===== src/rtl/c7bexc_arb.sv =====
// Writeback exception/interrupt arbiter: picks one event per retiring instruction,
// pulses except/ertn to CSR and holds the IFU redirect handshake.
// Optional: `define C7B_EXC_EXT_INTR_SYNC_EN for a 2-flop ext_intr synchroniser.
module c7bexc_arb #(
    parameter int ACK_TIMEOUT = 16,
    parameter int CNT_W       = 5
) (
    input  logic        clk,
    input  logic        rst,
    input  logic        valid_w,
    input  logic [31:0] pc_w,
    input  logic [31:0] addr_w,
    input  logic        ale_w,
    input  logic        ine_w,
    input  logic        sys_w,
    input  logic        brk_w,
    input  logic        ertn_w,
    input  logic        crmd_ie,
    input  logic [1:0]  estat_sis,
    input  logic        timer_intr,
    input  logic        ext_intr,
    input  logic        ifu_exc_ack,
    output logic        ext_intr_sync,
    output logic        except,
    output logic [5:0]  exccode,
    output logic [31:0] badv,
    output logic [31:0] era_pc,
    output logic        ertn,
    output logic        kill_w,
    output logic        exc_timeout
);

    typedef enum logic {IDLE = 1'b0, BUSY = 1'b1} state_t;

    localparam logic [5:0] CODE_INT = 6'h00;
    localparam logic [5:0] CODE_INE = 6'h0D;
    localparam logic [5:0] CODE_SYS = 6'h0B;
    localparam logic [5:0] CODE_BRK = 6'h0C;
    localparam logic [5:0] CODE_ALE = 6'h09;
    localparam logic [CNT_W-1:0] CNT_LAST = CNT_W'(ACK_TIMEOUT - 1);

    state_t           state, state_nxt;
    logic [CNT_W-1:0] cnt, cnt_nxt;
    logic             timeout_set;
    logic             int_pend, exc_ev, ertn_ev;
    logic [5:0]       code_sel;
    logic [31:0]      badv_sel;

`ifdef C7B_EXC_EXT_INTR_SYNC_EN
    logic ext_meta;

    always_ff @(posedge clk) begin
        if (rst) begin
            ext_meta      <= 1'b0;
            ext_intr_sync <= 1'b0;
        end else begin
            ext_meta      <= ext_intr;
            ext_intr_sync <= ext_meta;
        end
    end
`else
    always_ff @(posedge clk) begin
        if (rst) ext_intr_sync <= 1'b0;
        else     ext_intr_sync <= ext_intr;
    end
`endif

    assign int_pend = crmd_ie & |{ext_intr_sync, timer_intr, estat_sis};

    // Events are only taken in IDLE; BUSY squashes everything until IFU redirects.
    always_comb begin
        exc_ev   = 1'b0;
        ertn_ev  = 1'b0;
        code_sel = CODE_INT;
        badv_sel = pc_w;
        if (state == IDLE && valid_w) begin
            exc_ev = 1'b1;
            if (int_pend)   code_sel = CODE_INT;
            else if (ine_w) code_sel = CODE_INE;
            else if (sys_w) code_sel = CODE_SYS;
            else if (brk_w) code_sel = CODE_BRK;
            else if (ale_w) begin
                code_sel = CODE_ALE;
                badv_sel = addr_w;
            end else begin
                exc_ev  = 1'b0;
                ertn_ev = ertn_w;
            end
        end
    end

    assign kill_w = (state == BUSY) ? valid_w : exc_ev;

    always_comb begin
        state_nxt   = state;
        cnt_nxt     = cnt;
        timeout_set = 1'b0;
        case (state)
            IDLE: begin
                if (exc_ev || ertn_ev) begin
                    state_nxt = BUSY;
                    cnt_nxt   = '0;
                end
            end
            BUSY: begin
                if (ifu_exc_ack) begin
                    state_nxt = IDLE;
                end else if (cnt == CNT_LAST) begin
                    state_nxt   = IDLE;
                    timeout_set = 1'b1;
                end else begin
                    cnt_nxt = cnt + 1'b1;
                end
            end
            default: state_nxt = IDLE;
        endcase
    end

    always_ff @(posedge clk) begin
        if (rst) begin
            state       <= IDLE;
            cnt         <= '0;
            exc_timeout <= 1'b0;
        end else begin
            state <= state_nxt;
            cnt   <= cnt_nxt;
            if (timeout_set) exc_timeout <= 1'b1;
        end
    end

    // Cause/BADV/ERA hold their last committed values between events.
    always_ff @(posedge clk) begin
        if (rst) begin
            except  <= 1'b0;
            ertn    <= 1'b0;
            exccode <= '0;
            badv    <= '0;
            era_pc  <= '0;
        end else begin
            except <= exc_ev;
            ertn   <= ertn_ev;
            if (exc_ev) begin
                exccode <= code_sel;
                badv    <= badv_sel;
                era_pc  <= pc_w;
            end
        end
    end

endmodule


===== config.mk =====
export PLATFORM = sky130hd
export DESIGN_NAME = c7bexc_arb
export DESIGN_NICKNAME = d
export VERILOG_FILES = /design/src/rtl/c7bexc_arb.sv
export SDC_FILE = /design/constraint.sdc
export NUM_CORES = 1
export LEC_CHECK = 0
export ABC_AREA = 1
export BUFFER_PORTS_ARGS = -buffer_cell sky130_fd_sc_hd__buf_2
export CAP_MARGIN = 20
export CORE_MARGIN = 5
export CORE_UTILIZATION = 40
export DETAILED_ROUTE_END_ITERATION = 7
export GPL_ROUTABILITY_DRIVEN = 0
export PLACE_DENSITY = 0.69
export SLEW_MARGIN = 15
export SYNTH_ARGS = -nofsm -noshare
export SYNTH_HDL_FRONTEND = slang
export SYNTH_SLANG_ARGS = --single-unit

===== constraint.sdc =====
create_clock -name clk -period 1.89 [get_ports clk]
set_input_delay 0.0945 -clock clk [delete_from_list [all_inputs] [get_ports clk]]
set_output_delay 0.0945 -clock clk [all_outputs]
set_load 0.005 [all_outputs]

# == After elaboration in Yosys (flattened, before gate mapping) ==
# Index checks and enable logic that the tools add are counted.
# totals
mem_bits_rw,0
out_inout_bits,75
memories,0
rom_bits,0
in_bits,78
regBits,80
latch_bits,0
# classes
n_reduce_logical,4
n_addsub,1
shift,0
n_mux,36
bitwise_logic,2
order_cmp,0
multipliers,0
n_div,0
eq_ne,4
# ops
op,n
two-way mux 32 bit,6
two-way mux 4 bit,6
two-way mux 1 bit,19
two-way mux 5 bit,3
one-hot mux 5 bit (2 select lines),1
"adder 5 x 1 -> 5 bit, second input constant",1
"equality test 5 x 4 -> 1 bit, second input constant",1
"inequality test 2 bit, second input constant",2
OR reduction 4 bit,1
AND reduction 3 bit,1
"inequality test 2 x 1 -> 1 bit, second input constant",1
one-hot mux 1 bit (2 select lines),1
AND 1 bit,1
logical AND 1 bit,1
logical OR 1 bit,1
inverter 1 bit,1

# == Longest topological paths before layout ==
# logic_depth
ltp_word,9
ltp_mapped,11
ltp_nobuf,11

# == Worst setup path after synthesis ==
# No wires, ideal clock.
# synth_path
kind,register -> register
from,reg cnt[0]
to,reg cnt[2]
path_buffers,0
slack_ns,0.468
t_arrival_ns,1.352
path_stages_with_launch,12
cell_sequence,dfxtp_1 -> ha_1 -> nand2_1 -> nor2_1 -> ha_1 -> nor2_1 -> nand2_1 -> o21ai_0 -> inv_1 -> nand2_1 -> nand2_1 -> a21oi_1
# synth_via
elab_chain_len,4
# synth_lines
item,line_no,rtl
from (decl),43,"logic [CNT_W-1:0] cnt, cnt_nxt;"
from (signal assigned),126,cnt <= cnt_nxt;
adder 5 x 1 -> 5 bit,112,cnt_nxt = cnt + 1'b1;
two-way mux 5 bit,108,end else if (cnt == CNT_LAST) begin
two-way mux 5 bit,106,if (ifu_exc_ack) begin
one-hot mux 5 bit (2 select lines),98,case (state)
# Parallel ways exist; a longest one is shown, timed or not. The select of a mux whose other input is x is not followed.
# A chain may end at the register's enable or synchronous reset.

# == Worst setup path after layout ==
# layout_path
from,reg state
to,out kill_w
# layout_via
elab_chain_len,4
# layout_lines
item,line_no,rtl
from (decl),42,"state_t state, state_nxt;"
from (signal assigned),125,state <= state_nxt;
inverter 1 bit,--,
logical AND 1 bit,76,if (state == IDLE && valid_w) begin
two-way mux 1 bit,76,
two-way mux 1 bit (*),92,assign kill_w = (state == BUSY) ? valid_w : exc_ev;
to (decl),29,"output logic kill_w,"
# Mark *: on every way between the ends. The rest lies on a longest branch, timed or not.

==> metrics.md <==
| Metric | Value |
|---|---|
| Status | `completed` |
| WS Path Type | `reg -> out` |
| First-pass GRT wire length | `17,780 um` |
| Clk buf depth | `2` |
| Yosys warnings | `0` |
| Final setup TNS | `0 ns` |
| Resized Gates After CTS | `0` |
| Endpoint class of the critical path | `output pin` |
| Most common cell in the synthesized netlist | `nand2_1` |
| GRT Total Usage | `19.61%` |
| Peak Freq | `0.5688 GHz` |
| Async S/R FF share, synth | `0%` |
| Synth Instances | `480` |
| Rows | `34` |
| Antenna-violating nets left | `0` |
| Remaining DRCs | `0` |
| Req. time, crit path | `1.80 ns` |
| Layout Nets | `700` |
| Seq/Total Area, Yosys | `44.41%` |
| Clock Latency Late Sink | `0.35 ns` |
| Leakage | `2.366 nW` |
| Setup skew after layout | `0.007175 ns` |
| Syn Std Cell Area | `3516 um2` |
| Register bit count reported by yosys | `78` |
| Initial antenna violation count | `0` |
| Hold buffer count at cts | `2` |
| Vias per cell | `5.049` |
| Reg2reg start | `cnt[0]$_SDFFE_PP0P_` |
| Final Routed Wirelength | `10,780 um` |
| Num Clock Sinks | `78` |
| Reg2Reg Depth | `11` |
| Total grt overflow | `0` |
| Most frequent cells after synthesis | `nand2_1, nand3_1, dfxtp_1, inv_1, a21oi_1` |
| Die Ht | `103.8 um` |
| HPWL after detailed placement | `7655 um` |
| Crit share post-route | `93.01%` |
| Main synth FF type | `dfxtp_1` |
| Core area | `8636 um2` |
| Final worst slack | `0.1321 ns` |
| Hold WC Path Type | `in -> reg` |
| Vias in the first global route | `3,682` |
| R2R Path End | `cnt[2]$_SDFFE_PP0P_` |
| Quantity of I/O buffers inserted on ports | `150` |
| Post-synth EDFFs | `0` |
| Ant. Diodes | `0` |
| Hold depth | `3` |
| Maximum vdd drop | `0.3867 mV` |
| First drt pass iteration count | `5` |
| DR iter-0 viols | `154` |
| Reg2reg setup slack | `0.24 ns` |
| Synth area leaders | `dfxtp_1, nand3_1, nand2_1, nand3b_1, a21oi_1` |
| PwrDens | `772.9 nW/um2` |
| Max Cap Viol | `0` |
| RSZ-0062 raised after global routing | `no` |
| Worst Hold Launch | `pc_w[21]` |
| Inserted Clock Buffers | `9` |
| Largest net degree at the start of global routing | `36` |
| Die X | `103.8 um` |
| Die Footprint | `10,770 um2` |
| Layout cells sized above 1 | `30.40%` |
| Hold Fails Final Rpt | `0` |
| Worst-path fanout max | `33` |
| Crit path arrival time | `1.66 ns` |
| Worst-path clk slew | `0.09 ns` |
| # setup viols final | `0` |
| Setup Fix Bufs, Post-CTS | `0` |
| Area added between synthesis and finish | `28.72%` |
| Starting Density | `40.71%` |
| Startpoint types | `flip-flop` |
| Cell accounting for the most synthesized area | `dfxtp_1` |
| WL/cell | `14.70 um` |
| Max-slew violation count | `0` |
| Post-Syn Area per Cell | `7.325 um2` |
| Minimum clock period | `1.758 ns` |
| Root buffer cell | `clkbuf_8` |
| Via count | `3,701` |
| Synth cell types | `25` |
| Yosys top cell area share | `44.41%` |
| CTS tree | `done` |
| Hold endpoint | `era_pc[21]$_SDFFE_PP0P_` |
| H-tree levels | `3` |
| IO Count | `153` |
| Pre-CTS WS | `0.2705 ns` |
[cells in the final DEF, fill, tap and decap left out, drive strengths merged]
cell	n
dfxtp	78
buf	163
ha	2
conb	2
inv	46
nor4	1
o21ai	5
nand3	103
nand3b	32
dlygate4sd3	2
nor3	1
nand4	2
clkinv	3
clkinvlp	3
clkbuf	10
nand2	115
o21a	1
nor3b	2
a21oi	42
nor2	11
xor2	1
[where the power goes]
part | switching, mW | leakage [nW] | internal, mW
combinational | 0.319 | 1.64 | 0.244
clock | 0.627 | 0.0841 | 0.505
sequential | 0.0564 | 0.640 | 1.75
[cell families (layout without fill, tap and decap cells)]
kind of cell,Yosys count,in the layout,synth area share (%)
and+or+nand+nor,267,267,37.08
other,1,2,0.1067
adders and majority gates,2,2,0.7116
AOI/OAI and AO/OA,48,48,6.904
DFF,78,78,44.41
xor gates and xnor gates,1,1,0.2492
buffers and inverters,83,227,10.53
[worst max path at each step]
stage,slack [ns],endpoint,from,cells past startpoint
after floorplan,0.47,cnt[2]$_SDFFE_PP0P_,cnt[0]$_SDFFE_PP0P_,11
after global placement,0.37,badv[14]$_SDFFE_PP0P_,state$_SDFF_PP0_,7
after detailed placement,0.27,cnt[2]$_SDFFE_PP0P_,cnt[0]$_SDFFE_PP0P_,11
after CTS,0.10,kill_w,state$_SDFF_PP0_,7
after global routing,0.007,kill_w,state$_SDFF_PP0_,7
final,0.13,kill_w,state$_SDFF_PP0_,7
[metrics by stage]
stage	power (mW)	hold WS, ns	std cells	utilization [%]	instance area, um2
floorplan	2.132	0.2015	481	-	3520
global placement	2.393	0.2985	715	50.14	4330
detailed placement	2.404	0.3101	715	50.14	4330
CTS	3.543	0.007455	733	52.41	4526
global route	3.698	0.02194	733	52.41	4526
finish	3.498	0.02257	733	52.41	4526
[final cells by class]
cell class	instances	area [um2]
fill	874	4110
multi-input combinational	320	1588
sequential	78	1562
timing repair buffer	165	893.4
inverter	46	172.7
clock buffer	10	137.6
tap	108	135.1
clock inverter	6	37.54
[critical path, cell delays in order (launching register included)]
cell and delay (ns):
dfxtp_1 0.37, inv_2 0.08, nand2_2 0.14, inv_2 0.06, nand2_2 0.24, buf_12 0.23
nand2_1 0.07, buf_2 0.13
[registers in the layout, summed over array words and instances (netlist names)]
name,count
ext_intr_sync,1
exc_timeout,1
ertn,1
badv,32
exccode,4
era_pc,32
state,1
cnt,5
except,1
[routing by layer]
metal	vias to the layer above	share of wire [%]	global-route usage [%]	wire length [um]
met4	0	2.0	7.493	211
met2	143	48	33.38	5182
li1	1835	-	-	-
met5	-	0	0	0
met1	1704	42	23.62	4573
met3	19	7.5	5.037	810
No activity file was read; power rests on OpenSTA's default activity.
